**config.mk**
```make
export PLATFORM = sky130hd
export DESIGN_NAME = modexp_stream_adapter
export DESIGN_NICKNAME = d
export VERILOG_FILES = /design/src/rtl/modexp_stream_adapter.sv
export SDC_FILE = /design/constraint.sdc
export NUM_CORES = 1
export LEC_CHECK = 0
export ABC_CLOCK_PERIOD_IN_PS = 3650
export CORE_AREA = 2 2 234 236
export CTS_BUF_LIST = sky130_fd_sc_hd__clkbuf_4
export DETAILED_ROUTE_END_ITERATION = 8
export DIE_AREA = 0 0 236 238
export MAX_ROUTING_LAYER = met4
export PLACE_DENSITY = 0.78
export SLEW_MARGIN = 20
export SYNTH_ARGS = -nofsm -noshare
export SYNTH_HDL_FRONTEND = slang
export SYNTH_SLANG_ARGS = --single-unit
```
**constraint.sdc**
```tcl
create_clock -name clk -period 3.65 [get_ports clk]
set_input_delay 0.73 -clock clk [delete_from_list [all_inputs] [get_ports clk]]
set_output_delay 0.73 -clock clk [all_outputs]
set_load 0.005 [all_outputs]
```
**src/rtl/modexp_stream_adapter.sv**
```systemverilog
// Host-side adapter for the modular-exponentiation engine.
// Collects a narrow word frame (base, power, modulus; LS word first) into
// SIZE-bit operands, issues them on three independent AXI-stream channels,
// then returns the engine result to the host as a narrow word stream.

// One engine-facing channel: valid is raised on issue and holds until its own
// handshake, so the three channels can complete in any order.
module modexp_stream_adapter_chan (
  input  logic clk,
  input  logic rst,
  input  logic load,
  input  logic tready,
  output logic tvalid,
  output logic pending
);

  // Valid register: set on issue, cleared by its own handshake.
  always_ff @(posedge clk or negedge rst) begin
    if (!rst)                 tvalid <= 1'b0;
    else if (load)            tvalid <= 1'b1;
    else if (tvalid && tready) tvalid <= 1'b0;
  end

  // Still outstanding after the current edge.
  assign pending = tvalid & ~tready;

endmodule

module modexp_stream_adapter #(
  parameter int SIZE = 128,
  parameter int WORD = 32
) (
  input  logic            clk,
  input  logic            rst,
  input  logic [WORD-1:0] s_word_tdata,
  input  logic            s_word_tvalid,
  output logic            s_word_tready,
  input  logic            s_word_tlast,
  output logic [SIZE-1:0] base_tdata,
  output logic            base_tvalid,
  input  logic            base_tready,
  output logic [SIZE-1:0] power_tdata,
  output logic            power_tvalid,
  input  logic            power_tready,
  output logic [SIZE-1:0] modulus_tdata,
  output logic            modulus_tvalid,
  input  logic            modulus_tready,
  input  logic [SIZE-1:0] res_tdata,
  input  logic            res_tvalid,
  output logic            res_tready,
  output logic [WORD-1:0] m_word_tdata,
  output logic            m_word_tvalid,
  input  logic            m_word_tready,
  output logic            m_word_tlast,
  output logic            frame_err
);

  localparam int WORDS  = SIZE / WORD;
  localparam int FWORDS = 3 * WORDS;
  localparam int CW     = (FWORDS > 1) ? $clog2(FWORDS) : 1;
  localparam int IW     = (WORDS > 1) ? $clog2(WORDS) : 1;

  localparam logic [CW-1:0] CNT_LAST = CW'(FWORDS - 1);
  localparam logic [IW-1:0] IDX_LAST = IW'(WORDS - 1);

  localparam logic [2:0] LOAD     = 3'd0;
  localparam logic [2:0] DRAIN    = 3'd1;
  localparam logic [2:0] ISSUE    = 3'd2;
  localparam logic [2:0] WAIT_RES = 3'd3;
  localparam logic [2:0] SEND     = 3'd4;

  logic [2:0]    state, nxt;
  logic [CW-1:0] cnt, cnt_nxt;
  logic [IW-1:0] idx, idx_nxt;
  logic          err_nxt;
  logic          issue_load;
  logic          wr_en;
  logic          cap;
  logic          acc;
  logic          mod_zero;
  logic          s_rdy;

  // Frame slots: [0..WORDS-1] base, then power, then modulus.
  logic [FWORDS-1:0][WORD-1:0] fr;
  logic [WORDS-1:0][WORD-1:0]  res_q;

  logic [2:0] ch_rdy, ch_vld, ch_pend;

  assign acc = s_word_tvalid & s_word_tready;

  assign base_tdata    = fr[WORDS-1:0];
  assign power_tdata   = fr[2*WORDS-1:WORDS];
  assign modulus_tdata = fr[FWORDS-1:2*WORDS];

  assign ch_rdy         = {modulus_tready, power_tready, base_tready};
  assign base_tvalid    = ch_vld[0];
  assign power_tvalid   = ch_vld[1];
  assign modulus_tvalid = ch_vld[2];

  genvar g;
  generate
    for (g = 0; g < 3; g++) begin : g_chan
      modexp_stream_adapter_chan u_chan (
        .clk     (clk),
        .rst     (rst),
        .load    (issue_load),
        .tready  (ch_rdy[g]),
        .tvalid  (ch_vld[g]),
        .pending (ch_pend[g])
      );
    end
  endgenerate

  // Zero-modulus detect, including the final word currently on the bus.
  always_comb begin
    mod_zero = (s_word_tdata == '0);
    for (int i = 2 * WORDS; i < FWORDS - 1; i++)
      if (fr[i] != '0) mod_zero = 1'b0;
  end

  // Next-state, counter and framing-error decode.
  always_comb begin
    nxt        = state;
    cnt_nxt    = cnt;
    idx_nxt    = idx;
    err_nxt    = 1'b0;
    issue_load = 1'b0;
    wr_en      = 1'b0;
    cap        = 1'b0;
    case (state)
      LOAD: begin
        if (acc) begin
          wr_en = 1'b1;
          if (cnt == CNT_LAST) begin
            cnt_nxt = '0;
            if (!s_word_tlast) begin
              err_nxt = 1'b1;
              nxt     = DRAIN;
            end else if (mod_zero) begin
              err_nxt = 1'b1;
            end else begin
              issue_load = 1'b1;
              nxt        = ISSUE;
            end
          end else if (s_word_tlast) begin
            err_nxt = 1'b1;
            cnt_nxt = '0;
          end else begin
            cnt_nxt = cnt + 1'b1;
          end
        end
      end
      DRAIN: begin
        if (acc && s_word_tlast) nxt = LOAD;
      end
      ISSUE: begin
        if (ch_pend == 3'b000) nxt = WAIT_RES;
      end
      WAIT_RES: begin
        if (res_tvalid) begin
          cap     = 1'b1;
          idx_nxt = '0;
          nxt     = SEND;
        end
      end
      SEND: begin
        if (m_word_tready) begin
          if (idx == IDX_LAST) nxt = LOAD;
          else                 idx_nxt = idx + 1'b1;
        end
      end
      default: nxt = LOAD;
    endcase
  end

  // Control registers; ready to the host is registered so it stays low in reset
  // and rises on the first edge after release.
  always_ff @(posedge clk or negedge rst) begin
    if (!rst) begin
      state     <= LOAD;
      cnt       <= '0;
      idx       <= '0;
      s_rdy     <= 1'b0;
      frame_err <= 1'b0;
    end else begin
      state     <= nxt;
      cnt       <= cnt_nxt;
      idx       <= idx_nxt;
      s_rdy     <= (nxt == LOAD) || (nxt == DRAIN);
      frame_err <= err_nxt;
    end
  end

  // Operand slot capture; slots are never written outside LOAD, so engine data
  // stays stable while any channel is valid.
  always_ff @(posedge clk or negedge rst) begin
    if (!rst)       fr <= '0;
    else if (wr_en) fr[cnt] <= s_word_tdata;
  end

  // Result capture from the engine.
  always_ff @(posedge clk or negedge rst) begin
    if (!rst)     res_q <= '0;
    else if (cap) res_q <= res_tdata;
  end

  assign s_word_tready = s_rdy;
  assign res_tready    = (state == WAIT_RES);
  assign m_word_tvalid = (state == SEND);
  assign m_word_tdata  = res_q[idx];
  assign m_word_tlast  = (state == SEND) && (idx == IDX_LAST);

endmodule

```
==> impl_metrics.csv, run 1 <==
group,metric,value,unit
clocking,clk_pin_slew_worst_paths,0.07,ns
critical_path,crit_start,"idx[0]",
sta,skew,0.0565,ns
finish,num-fill-cells,4289,
yosys,ys_async_sr_fraction,100,%
critical_path,r2r_end,"state[1]",
global_route,grt_remaining_overflow,0,
yosys,synth-edff-count,0,
finish,fin_area,29700,sq um
critical_path,setup.worst_path.end,"m_word_tdata[0]",
critical_path,arrival,2.67,ns
clocking,cts_sinks,526,
finish,multi_input_area,7250,sq um
sta,whs,0.423,ns
place,place_ws,-0.241,ns
yosys,synth-simple-area-share,2.63,%
floorplan,die_w,236,um
yosys,synth_cells,1284,
sta,final_max_slew_viol_count,0,
sta,setup_ws,0.250,ns
floorplan,core,53500,sq um
floorplan,initial_core_util,39.1,%
floorplan,ios,593,
yosys,synth_nets,1458,
finish,finish.utilization,55.5,%
clocking,htreeDepth,4,
yosys,ys_seq_elements,526,
yosys,mappedNetlistArea,20900,sq um
min_path,hp-class,"primary input to asynchronous set/reset pin",
sta,finalCritPeriodShare,93.1,%
routing,ant_nets,0,
clocking,root_buffer,"clkbuf_4",
finish,nets,2167,
yosys,synth_flop_cell,"dfrtp_1",
critical_path,reg2reg_depth,6,
floorplan,num_rows,85,
yosys,seq_area_frac_synth,62.9,%
sta,hold_viol_final,0,
routing,viasPerCell,5.14,
run_status,status,"finished, final reports clean",
pwr,p_total,0.0174,W
global_route,grt_max_degree,77,
place,placed_cell_area,27800,sq um
routing,detail_route.drc_violations,0,
sta,min_period,3.40,ns
critical_path,crit_path_start_kind,"flip-flop",
place,io_buffers,592,
yosys,synthAdderAreaFrac,0.299,%
pwr,max-vdd-ir-drop,0.303,mV
critical_path,cp.required,2.92,ns
yosys,avgSynthCellArea,16.3,sq um
pwr,pwr_density_cell,588,nW/um^2
global_route,antenna_found_initial,10,
sta,setup_viol,0,
flow_run,maxCapViolations,0,
place,place_congestion,0.854,
global_route,grt_pass1_vias,15700,
critical_path,cp-end-kind,"output pin",
finish,syn_to_final_growth,41.9,%
sta,max_freq,294,MHz
routing,via_count,14400,
finish,regArea,13200,sq um
place,dpl.hpwl,48300,um
yosys,synth_xor_area_share,0,%
yosys,synth_cell_types,40,
yosys,netlist.area_leader.share,62.9,%
yosys,synth_top_family_by_area,"multiplexers",
yosys,synthMuxAreaShare,31.0,%
yosys,yosysWarnings,0,
global_route,grt_pass1_wl,99900,um
critical_path,rr_startpoint,"modulus_tdata[9]",
critical_path,cp_max_fo,10,
floorplan,die_height,238,um
yosys,yosys.area.top_type,"dfrtp_1",
clocking,cts_buffers,142,
critical_path,rrSetupSlack,0.81,ns
routing,drt-initial-drc-count,582,
global_route,grt_use_total,24.8,%
sta,worst_slew_pin_slew,1.05,ns
pwr,p_leak,13.9,nW
sta,relSlewSlack,29.5,%
clocking,clock_tree.buffer_depth,3,
sta,rsz0062_at_grt,"no",
yosys,synth_area_leaders,"dfrtp_1, mux2_2, mux4_2, nor4_1, buf_2",
routing,drtPass1Iterations,4,
clocking,cts_tree,"done",
floorplan,design.die.area,56200,sq um
critical_path,critPathKind,"flip-flop to output pin",
routing,drt-total-wl,67700,um
finish,drive_gt1_share,41.2,%
clocking,clock_latency,0.91,ns
yosys,synth_compound_area_share,0.544,%
routing,drt-wirelength-per-cell,24.2,um
-- cell usage after synthesis (2+ instances only) --
| library cell | instances |
|---|---|
| a21oi_1 | 2 |
| a31oi_1 | 2 |
| and2_1 | 3 |
| buf_1 | 3 |
| buf_2 | 32 |
| buf_4 | 6 |
| buf_6 | 13 |
| clkbuf_1 | 39 |
| clkbuf_2 | 2 |
| dfrtp_1 | 526 |
| ha_1 | 5 |
| inv_1 | 6 |
| mux2_2 | 511 |
| mux4_2 | 32 |
| nand2_1 | 21 |
| nand2b_1 | 6 |
| nand3_1 | 2 |
| nand4_1 | 9 |
| nor2_1 | 2 |
| nor3_1 | 3 |
| nor4_1 | 34 |
| o21ai_0 | 7 |
-- flip-flops by register name, summed over array words and instances, names as in the netlist --
register and cells:
idx 2, cnt 4, s_word_tready 1, modulus_tdata 128
frame_err 1, g_chan.u_chan.tvalid 3, state 3, res_q 128
base_tdata 128, power_tdata 128
-- layer usage --
layer / vias up / GRT usage, % / wire length (um)
li1: 6178 / - / -
met1: 7473 / 28.6 / 26900
met2: 612 / 39.6 / 33600
met3: 116 / 8.45 / 5230
met4: 0 / 10.7 / 1960
met5: - / - / 0
-- placed cells by master (no fill, tap or decap), drive strengths merged, types with 2 or more instances in the layout --
cell	count
clkdlybuf4s50	591
dfrtp	526
mux2	512
clkbuf	209
buf	68
nor4	34
mux4	32
nand2	21
clkinv	18
inv	13
diode	12
nand4	10
o21ai	7
nand2b	6
clkinvlp	6
ha	5
nor3	4
nor2	3
and2	3
a21oi	2
nand3	2
a31oi	2
nor3b	2
-- worst max-delay path, stage by stage (launching register included) --
cell,delay (ns)
dfrtp_4,0.46
buf_4,0.24
mux4_2,0.52
clkdlybuf4s50_1,0.54
-- where the power goes --
group          internal, W  switching (W)
sequential         0.00694       0.000704
clock              0.00271        0.00250
combinational      0.00297        0.00163
-- per-stage QoR --
stage / std cells / TNS (ns)
6_report: 2798 / 0
2_1_floorplan: 1284 / 0
5_1_grt: 2798 / 0
4_1_cts: 2786 / 0
3_3_place_gp: 2542 / -1.03
3_5_place_dp: 2542 / -1.14
-- timing repair --
| item | CTS | global route |
|---|---|---|
| resized for setup | 2 | 0 |
| endpoints found under the setup margin | 29 | 0 |
| buffers inserted | 2 | 0 |
| endpoints found under the hold margin | 63 | 0 |
| hold buffers | 1 | 0 |
-- worst min-delay path by stage --
stage,from,endpoint,slack (ns),depth (start not counted)
global route,res_tdata[38],res_q[38],0.31,2
finish,rst,base_tdata[94],0.42,2
floorplan,rst,base_tdata[0],0.43,0
detailed placement,res_q[26],res_q[26],0.49,1
CTS,res_tdata[65],res_q[65],0.23,2
global placement,res_q[98],res_q[98],0.48,1
-- kinds of logic after synthesis --
group / Yosys count
compound gates: 18
fa+ha+maj: 5
buf+inv: 101
flops: 526
mux: 544
simple gates: 90
-- area by class of cell --
cell class	count	share of cell area, %
antenna	12	0.101
clock buffer	209	5.29
clock inverter	32	0.696
inverter	6	0.0759
multi-input combinational	657	24.4
sequential	526	44.4
tap	696	2.93
timing repair buffer	660	22.1
Power figures use the tool's default switching activity.
==> inputs of run 2 (changes only) <==
==> constraint.sdc (replaced) <==
create_clock -name clk -period 3.65 [get_ports clk]
set_input_delay 0.73 -clock clk [delete_from_list [all_inputs] [get_ports clk]]
set_output_delay 0.73 -clock clk [all_outputs]
set_load 0.05 [all_outputs]
==> impl_metrics.csv, run 2 (synthesis results as in run 1) <==
group,metric,value,unit
finish,multi_input_area,7250,sq um
place,dpl.hpwl,47800,um
critical_path,cp_max_fo,25,
floorplan,num_rows,85,
global_route,grt_use_total,24.7,%
clocking,root_buffer,"clkbuf_4",
clocking,clk_pin_slew_worst_paths,0.06,ns
floorplan,die_height,238,um
critical_path,cp.depth,3,
sta,relSlewSlack,39.3,%
place,io_buffers,592,
global_route,grt_pass1_wl,99200,um
finish,regArea,13200,sq um
pwr,p_comb_share,39.3,%
pwr,p_int,0.0129,W
routing,ant_nets,0,
floorplan,die_w,236,um
critical_path,crit_path_start_kind,"flip-flop",
critical_path,reg2reg_depth,5,
floorplan,initial_core_util,39.1,%
place,place_congestion,0.849,
pwr,max-vdd-ir-drop,0.369,mV
global_route,grt_max_degree,92,
sta,setup_ws,0.181,ns
routing,drt-wirelength-per-cell,24.0,um
global_route,antenna_found_initial,7,
global_route,grt_pass1_vias,15500,
clocking,cts_buffers,144,
run_status,status,"finished, final reports clean",
routing,drt-initial-drc-count,607,
finish,mostFrequentLayoutCells,"clkdlybuf4s50_1, dfrtp_1, mux2_2, clkbuf_4, buf_4",
pwr,pwr_density_cell,723,nW/um^2
finish,nets,2165,
sta,hold_viol_final,0,
critical_path,arrival,2.74,ns
pwr,power.switching,0.00862,W
critical_path,critPathKind,"flip-flop to output pin",
sta,max_freq,288,MHz
pwr,p_seq_share,35.5,%
sta,finalCritPeriodShare,95.0,%
pwr,p_sw_share,40.2,%
critical_path,setup.worst_path.end,"m_word_tdata[21]",
place,place_ws,-0.0941,ns
pwr,p_leak,14.0,nW
clocking,htreeDepth,4,
sta,worst_slew_pin_slew,0.902,ns
finish,syn_to_final_growth,42.1,%
floorplan,ios,593,
sta,final_max_slew_viol_count,0,
sta,whs,0.346,ns
critical_path,crit_path_top_delay_cell,"dfrtp_4",
routing,viasPerCell,5.10,
finish,final_common_cell,"clkdlybuf4s50_1",
critical_path,path_delay_family,"buffers and inverters",
critical_path,critPathBufInv,2,
critical_path,rrSetupSlack,1.09,ns
clocking,clock_latency,0.94,ns
clocking,cts_tree,"done",
critical_path,cp.required,2.92,ns
routing,detail_route.drc_violations,0,
critical_path,crit_start,"idx[0]",
finish,num-fill-cells,4253,
routing,drt-total-wl,67000,um
finish,drive_gt1_share,42.1,%
routing,drtPass1Iterations,4,
critical_path,cp-end-kind,"output pin",
routing,via_count,14200,
critical_path,path_cells,"buf_16 > mux4_2 > dlygate4sd2_1",
sta,min_period,3.47,ns
floorplan,core,53500,sq um
critical_path,slowest_delay,0.55,ns
min_path,hp-class,"primary input to asynchronous set/reset pin",
critical_path,rr_startpoint,"cnt[0]",
global_route,grt_remaining_overflow,0,
clocking,clock_tree.buffer_depth,3,
floorplan,design.die.area,56200,sq um
sta,skew,0.0525,ns
sta,setup_viol,0,
critical_path,r2r_end,"modulus_tdata[108]",
pwr,clock_power_share,25.2,%
flow_run,maxCapViolations,0,
clocking,cts_sinks,526,
sta,rsz0062_at_grt,"no",
==> run 2: power by group through the flow <==
| stage | clock, W | sequential [W] | combinational, W |
|---|---|---|---|
| final | 0.00541 | 0.00763 | 0.00844 |
| after detailed placement | 0 | 0.00773 | 0.00848 |
| after floorplan | 0 | 0.0115 | 0.00128 |
| after global placement | 0 | 0.00766 | 0.00841 |
| after CTS | 0.00560 | 0.00763 | 0.00850 |
| after global routing | 0.00592 | 0.00775 | 0.00869 |
==> run 2: what timing repair did <==
action,in CTS,in global routing
endpoints found under the setup margin,31,2
hold buffers,1,0
buffers inserted,1,0
endpoints found under the hold margin,44,0
resized for setup,71,3
==> run 2: final cells by class <==
class	count	share of cell area (%)
Multi-Input combinational cell	657	24.4
Tap cell	696	2.93
Timing Repair Buffer	656	22.0
Clock buffer	214	5.40
Clock inverter	29	0.876
Inverter	6	0.0758
Antenna cell	6	0.0505
Sequential cell	526	44.3
==> run 2: metal layers <==
layer  vias up  share of wire [%]  GRT usage [%]
met5         -                  0              -
met4         0                2.7           9.88
met3       114                7.6           8.40
met2       566                 50           39.9
met1      7396                 39           28.3
li1       6152                  -              -
==> run 2: worst reg2reg max path, cell delays in order, from the launching register on <==
cell	delay (ns)
dfrtp_1	0.49
ha_1	0.31
and3b_1	0.26
and4b_2	0.76
buf_12	0.26
mux2_2	0.35
==> run 2: stage by stage <==
stage	cells	TNS, ns	utilization [%]	power [W]	area [sq um]
floorplan	1284	0	-	0.0127	20900
global placement	2539	-0.800	52.0	0.0161	27800
detailed placement	2539	-0.235	52.0	0.0162	27800
CTS	2784	-0.162	55.5	0.0217	29700
global route	2790	0	55.6	0.0224	29700
finish	2790	0	55.6	0.0215	29700
==> run 2: worst min-delay path by stage <==
stage                     slack [ns]             to  startpoint
after floorplan                 0.43  base_tdata[0]         rst
after global placement          0.48      res_q[87]   res_q[87]
after detailed placement        0.49      res_q[76]   res_q[76]
after CTS                       0.17      res_q[94]         rst
after global routing            0.28      res_q[94]         rst
final                           0.35      res_q[94]         rst
